## src/rtl/rob_complete_arb.sv

```systemverilog
// rob_complete_arb
//   Collects completions from NUM_SRC execution units and funnels them into
//   the ROB's single mark-ready write port, at most one per cycle.
//
//   Each source owns a small FIFO of {exception, idx}. A round-robin arbiter
//   pops one non-empty FIFO per edge, starting its search at rr_ptr. The
//   popped entry appears on mark_ready_* in the cycle after the pop edge.
//
// Ports
//   clk, reset       : clock; synchronous active-high reset
//   src_valid/idx/   : per-source completion request, ROB index and
//   src_exception      exception flag
//   src_ready        : per-source accept (FIFO not full and no flush)
//   mark_ready_en/   : registered ROB write port; idx holds when idle
//   idx/val/exception
//   flush_en         : discards every buffered completion
//   pending_cnt      : total completions currently buffered

package core_pkg;
    localparam int ROB_ENTRIES = 32;
endpackage

module rob_complete_arb #(
    parameter int NUM_SRC    = 4,
    parameter int IDX_BITS   = $clog2(core_pkg::ROB_ENTRIES),
    parameter int FIFO_DEPTH = 2
) (
    input  logic                                       clk,
    input  logic                                       reset,
    input  logic [NUM_SRC-1:0]                         src_valid,
    input  logic [NUM_SRC-1:0][IDX_BITS-1:0]           src_idx,
    input  logic [NUM_SRC-1:0]                         src_exception,
    output logic [NUM_SRC-1:0]                         src_ready,
    output logic                                       mark_ready_en,
    output logic [IDX_BITS-1:0]                        mark_ready_idx,
    output logic                                       mark_ready_val,
    output logic                                       mark_exception,
    input  logic                                       flush_en,
    output logic [$clog2(NUM_SRC*FIFO_DEPTH+1)-1:0]    pending_cnt
);

    localparam int PTR_W  = $clog2(FIFO_DEPTH);
    localparam int CNT_W  = $clog2(FIFO_DEPTH + 1);
    localparam int RR_W   = (NUM_SRC > 1) ? $clog2(NUM_SRC) : 1;
    localparam int PEND_W = $clog2(NUM_SRC * FIFO_DEPTH + 1);

    typedef struct packed {
        logic                exc;
        logic [IDX_BITS-1:0] idx;
    } entry_t;

    entry_t            mem    [NUM_SRC][FIFO_DEPTH];
    logic [PTR_W-1:0]  wr_ptr [NUM_SRC];
    logic [PTR_W-1:0]  rd_ptr [NUM_SRC];
    logic [CNT_W-1:0]  count  [NUM_SRC];
    logic [RR_W-1:0]   rr_ptr;
    logic [RR_W-1:0]   rr_next;

    logic [NUM_SRC-1:0] push;
    logic [NUM_SRC-1:0] pop;
    logic               grant_valid;
    logic [RR_W-1:0]    grant_idx;
    entry_t             head;

    // Ready looks only at the registered count, so a pop from a full FIFO
    // frees the slot for the next cycle, not this one.
    always_comb begin
        for (int i = 0; i < NUM_SRC; i++) begin
            src_ready[i] = (count[i] < CNT_W'(FIFO_DEPTH)) && !flush_en;
        end
    end

    assign push = src_valid & src_ready;

    // Round-robin search starting at rr_ptr, wrapping modulo NUM_SRC.
    // NOTE: every combinational output gets a default before any branch so
    // that no path leaves it unassigned and a latch is never inferred.
    always_comb begin
        grant_valid = 1'b0;
        grant_idx   = '0;
        for (int k = 0; k < NUM_SRC; k++) begin
            if (!grant_valid && count[(int'(rr_ptr) + k) % NUM_SRC] != '0) begin
                grant_valid = 1'b1;
                grant_idx   = RR_W'((int'(rr_ptr) + k) % NUM_SRC);
            end
        end
        if (flush_en) begin
            grant_valid = 1'b0;
        end
    end

    always_comb begin
        pop = '0;
        if (grant_valid) begin
            pop[grant_idx] = 1'b1;
        end
    end

    assign head    = mem[grant_idx][rd_ptr[grant_idx]];
    assign rr_next = (grant_idx == RR_W'(NUM_SRC - 1)) ? '0 : grant_idx + RR_W'(1);

    always_comb begin
        pending_cnt = '0;
        for (int i = 0; i < NUM_SRC; i++) begin
            pending_cnt = pending_cnt + PEND_W'(count[i]);
        end
    end

    // NOTE: the storage array has no reset; an entry is only ever read while
    // its FIFO count says it was written, so clearing the data buys nothing.
    always_ff @(posedge clk) begin
        for (int i = 0; i < NUM_SRC; i++) begin
            if (push[i]) begin
                mem[i][wr_ptr[i]] <= entry_t'({src_exception[i], src_idx[i]});
            end
        end
    end

    // NOTE: all state here uses non-blocking assignments so every register
    // samples pre-edge values and the update order inside the block is moot.
    always_ff @(posedge clk) begin
        if (reset) begin
            for (int i = 0; i < NUM_SRC; i++) begin
                wr_ptr[i] <= '0;
                rd_ptr[i] <= '0;
                count[i]  <= '0;
            end
            rr_ptr         <= '0;
            mark_ready_en  <= 1'b0;
            mark_ready_val <= 1'b0;
            mark_exception <= 1'b0;
            mark_ready_idx <= '0;
        end else if (flush_en) begin
            // Flush drops everything buffered; the index output is left alone.
            for (int i = 0; i < NUM_SRC; i++) begin
                wr_ptr[i] <= '0;
                rd_ptr[i] <= '0;
                count[i]  <= '0;
            end
            rr_ptr         <= '0;
            mark_ready_en  <= 1'b0;
            mark_ready_val <= 1'b0;
            mark_exception <= 1'b0;
        end else begin
            for (int i = 0; i < NUM_SRC; i++) begin
                if (push[i]) wr_ptr[i] <= wr_ptr[i] + PTR_W'(1);
                if (pop[i])  rd_ptr[i] <= rd_ptr[i] + PTR_W'(1);
                count[i] <= count[i] + CNT_W'(push[i]) - CNT_W'(pop[i]);
            end
            if (grant_valid) begin
                rr_ptr         <= rr_next;
                mark_ready_en  <= 1'b1;
                mark_ready_val <= 1'b1;
                mark_exception <= head.exc;
                mark_ready_idx <= head.idx;
            end else begin
                mark_ready_en  <= 1'b0;
                mark_ready_val <= 1'b0;
                mark_exception <= 1'b0;
            end
        end
    end

endmodule

```

## config.mk

```make
export PLATFORM = sky130hd
export DESIGN_NAME = rob_complete_arb
export DESIGN_NICKNAME = d
export VERILOG_FILES = /design/src/rtl/rob_complete_arb.sv
export SDC_FILE = /design/constraint.sdc
export NUM_CORES = 1
export LEC_CHECK = 0
export ABC_CLOCK_PERIOD_IN_PS = 4300
export CELL_PAD_IN_SITES_DETAIL_PLACEMENT = 1
export CELL_PAD_IN_SITES_GLOBAL_PLACEMENT = 1
export CORE_ASPECT_RATIO = 2
export CORE_UTILIZATION = 45
export CTS_CLUSTER_DIAMETER = 80
export CTS_CLUSTER_SIZE = 8
export DETAILED_ROUTE_END_ITERATION = 10
export PLACE_DENSITY_LB_ADDON = 0.25
export REMOVE_ABC_BUFFERS = 1
export SKIP_CTS_REPAIR_TIMING = 1
export SYNTH_ARGS = -nofsm -noshare
export SYNTH_HDL_FRONTEND = slang
export SYNTH_SLANG_ARGS = --single-unit
```

## constraint.sdc

```tcl
create_clock -name clk -period 4.3 [get_ports clk]
set_input_delay 0.645 -clock clk [delete_from_list [all_inputs] [get_ports clk]]
set_output_delay 0.645 -clock clk [all_outputs]
set_load 0.01 [all_outputs]
```

==> key figures <==
Outcome
  – Outcome: completed

Floorplanning
  – Die width: 66.2 um
  – Ports: 47
  – Starting density of the core: 46.7%
  – Die area: 8640 um^2
  – FP Rows: 46
  – Die height: 130 um
  – Core area: 7940 um^2

Synth
  – Seq cells post-synth: 75
  – Post-synth cell types: 44
  – Syn Inst Count: 298
  – EDFF count, synth: 60
  – Sequential fraction of the synthesis area: 56.6%
  – Mapped cell area: 3710 um^2
  – Synthesis Warnings: 0
  – Ys flop type: edfxtp_1
  – Post-synth ARST share: 0%
  – Syn_area_per_cell: 12.5 um^2

Worst setup path
  – Worst R2R Setup Slack: 0.63 ns
  – CP endpoint kind: primary output
  – CP max FO: 5
  – Worst EP required: 3.65 ns
  – Worst Path Arrival: 3.07 ns
  – Setup crit start kind: register
  – Crit Path Class: register to primary output

Routing
  – Routed vias: 2450
  – Iteration-0 DRC Markers: 63
  – TritonRoute pass-1 iters: 4
  – DRC violations left: 0
  – Routed len/inst: 19.6 um
  – ANT nets after route: 0
  – Vias/cell: 5.44
  – Final wirelength: 8.83 mm

GRT
  – First-pass GRT wire length: 13.4 mm
  – Initial antenna violation count: 0
  – Total GRT Usage: 22.7%
  – GRT overflow: 0
  – Vias in the first global route: 2678
  – Largest net degree at the start of global routing: 27

Timing
  – Setup TNS Final: 0 ns
  – Worst Tran Pin Value: 0.718 ns
  – Min cycle time layout: 3.71 ns
  – Slew margin rel.: 51.5%
  – Clock Skew: 0.00961 ns
  – Final hold viol count: 0
  – Fin crit share: 86.3%
  – Fin Hold WS: 0.519 ns
  – Max Freq: 270 MHz
  – Max-slew violations: 0
  – Unrepaired setup endpoints after global routing: false
  – Final setup viols: 0

Finish
  – P&R area growth vs syn: 23.8%
  – Nets: 398
  – Layout cell share with drive strength beyond 1: 11.6%
  – Reg area: 2100 um^2
  – Antenna Cells: 0
  – Fillers: 811
  – Area of the multi-input gates: 1490 um^2

Power and ir drop
  – Overall Power: 2.40 mW
  – Static Leak: 1.77 nW
  – VDD IR-drop max: 0.399 mV
  – Power density over the cells: 522 nW/um^2

Run
  – MaxCap Viol Count: 0

CTS
  – CTS root buf: clkbuf_16
  – CTS tree: built
  – Clock Latency Late Sink: 0.34 ns
  – TritonCTS Buffers: 9
  – H-tree depth: 3
  – Clock sink total: 75
  – Clock-pin slew on the worst setup and hold paths: 0.06 ns
  – CTS Buffer Depth: 2

Place
  – DP Wirelength: 6.94 mm
  – IO Port Bufs: 46
  – Gpl congestion: 0.803

Hold path
  – Hold Path Class: register to register
routing by layer:
layer  up-vias  share of wire (%)  GRT usage (%)
li1       1170                  -              -
met1      1203                 33           19.7
met2        52                 60           44.6
met3        25                2.5           5.12
met4         0                4.4           13.1
met5         -                  0              0
sequential cells by signal, summed over array words and instances (netlist names), named ones only:
name,cells
wr_ptr,4
mark_exception,1
rr_ptr,2
mem,48
rd_ptr,4
mark_ready_val,1
count,8
mark_ready_idx,5
cell families after synthesis:
group / after synthesis / synth area share, %
AOI/OAI and AO/OA: 32 / 6.98
DFF: 75 / 56.6
other: 1 / 0.101
xor gates and xnor gates: 10 / 2.36
muxes: 34 / 10.5
adders and majority gates: 18 / 6.88
buffers and inverters: 31 / 3.78
and+or+nand+nor: 97 / 12.7
power by group:
| group | internal (mW) | switching, mW |
|---|---|---|
| clock | 0.568 | 0.274 |
| combinational | 0.310 | 0.336 |
| sequential | 0.843 | 0.0666 |
| total | 1.72 | 0.676 |
worst paths after layout:
path              cells after the start         startpoint           endpoint
setup reg to reg                     14        count[0][1]        count[0][1]
setup / recovery                      5        count[3][1]     pending_cnt[2]
hold reg to reg                       2  mark_ready_idx[1]  mark_ready_idx[1]
hold / removal                        2  mark_ready_idx[1]  mark_ready_idx[1]
layout make-up:
| cell class | instances | share of cell area, % |
|---|---|---|
| clock inverters | 4 | 2.15 |
| clock buffers | 12 | 5.15 |
| flip-flops and latches | 75 | 45.7 |
| inverters | 16 | 1.31 |
| multi-input cells | 197 | 32.4 |
| well taps | 96 | 2.61 |
| repair buffers | 50 | 10.7 |
Yosys cell counts (2+ instances only):
| cell | number | area share, % |
|---|---|---|
| edfxtp_1 | 60 | 49 |
| nor2_1 | 28 | 2.8 |
| nand2_1 | 25 | 2.5 |
| mux2i_1 | 21 | 5.7 |
| inv_1 | 16 | 1.6 |
| dfxtp_1 | 15 | 8.1 |
| ha_1 | 14 | 4.7 |
| mux2_2 | 10 | 3.0 |
| o211ai_1 | 10 | 2.0 |
| and2_1 | 8 | 1.3 |
| nand2b_1 | 7 | 1.2 |
| nor3_1 | 7 | 0.94 |
| a311oi_1 | 6 | 1.4 |
| and3_1 | 5 | 0.84 |
| or2_2 | 5 | 0.84 |
| xnor2_1 | 5 | 1.2 |
| xor2_1 | 5 | 1.2 |
| buf_2 | 4 | 0.54 |
| clkbuf_1 | 4 | 0.40 |
| fa_1 | 4 | 2.2 |
| buf_1 | 3 | 0.30 |
| buf_4 | 3 | 0.61 |
| mux4_2 | 3 | 1.8 |
| nor3b_1 | 3 | 0.61 |
| o21ai_0 | 3 | 0.40 |
| a21oi_1 | 2 | 0.27 |
| a31oi_1 | 2 | 0.34 |
| nand3_1 | 2 | 0.27 |
| nor2_2 | 2 | 0.34 |
| nor4_1 | 2 | 0.34 |
critical path: stages, from the launching register on:
cell and delay (ns):
edfxtp_1 0.48, fa_1 0.59, fa_1 0.43, ha_1 0.22, fa_1 0.48, clkdlybuf4s50_1 0.53
stage by stage:
stage | std cells | util (%) | cell area [um^2] | worst slack [ns]
2_1_floorplan | 288 | - | 3650 | 0.835
3_3_place_gp | 434 | 53.6 | 4260 | 0.838
3_5_place_dp | 434 | 53.6 | 4260 | 0.664
4_1_cts | 450 | 57.9 | 4600 | 0.558
5_1_grt | 450 | 57.9 | 4600 | 0.332
6_report | 450 | 57.9 | 4600 | 0.590
placed cells by master, fill, tap and decap left out, types with 4 or more instances in the layout:
cell,Yosys,final
ha_1,14,14
xnor2_1,5,5
nor2_1,28,28
inv_1,16,16
nand2_1,25,25
clkbuf_16,0,9
clkdlybuf4s50_1,0,46
dfxtp_1,15,15
or2_2,5,5
mux2_2,10,10
xor2_1,5,5
and2_1,8,8
conb_1,1,6
nor3_1,7,7
buf_4,3,4
o211ai_1,10,10
nand2b_1,7,7
edfxtp_1,60,60
fa_1,4,4
mux2i_1,21,21
and3_1,5,5
a311oi_1,6,6
(Power assumes the default switching activity.)
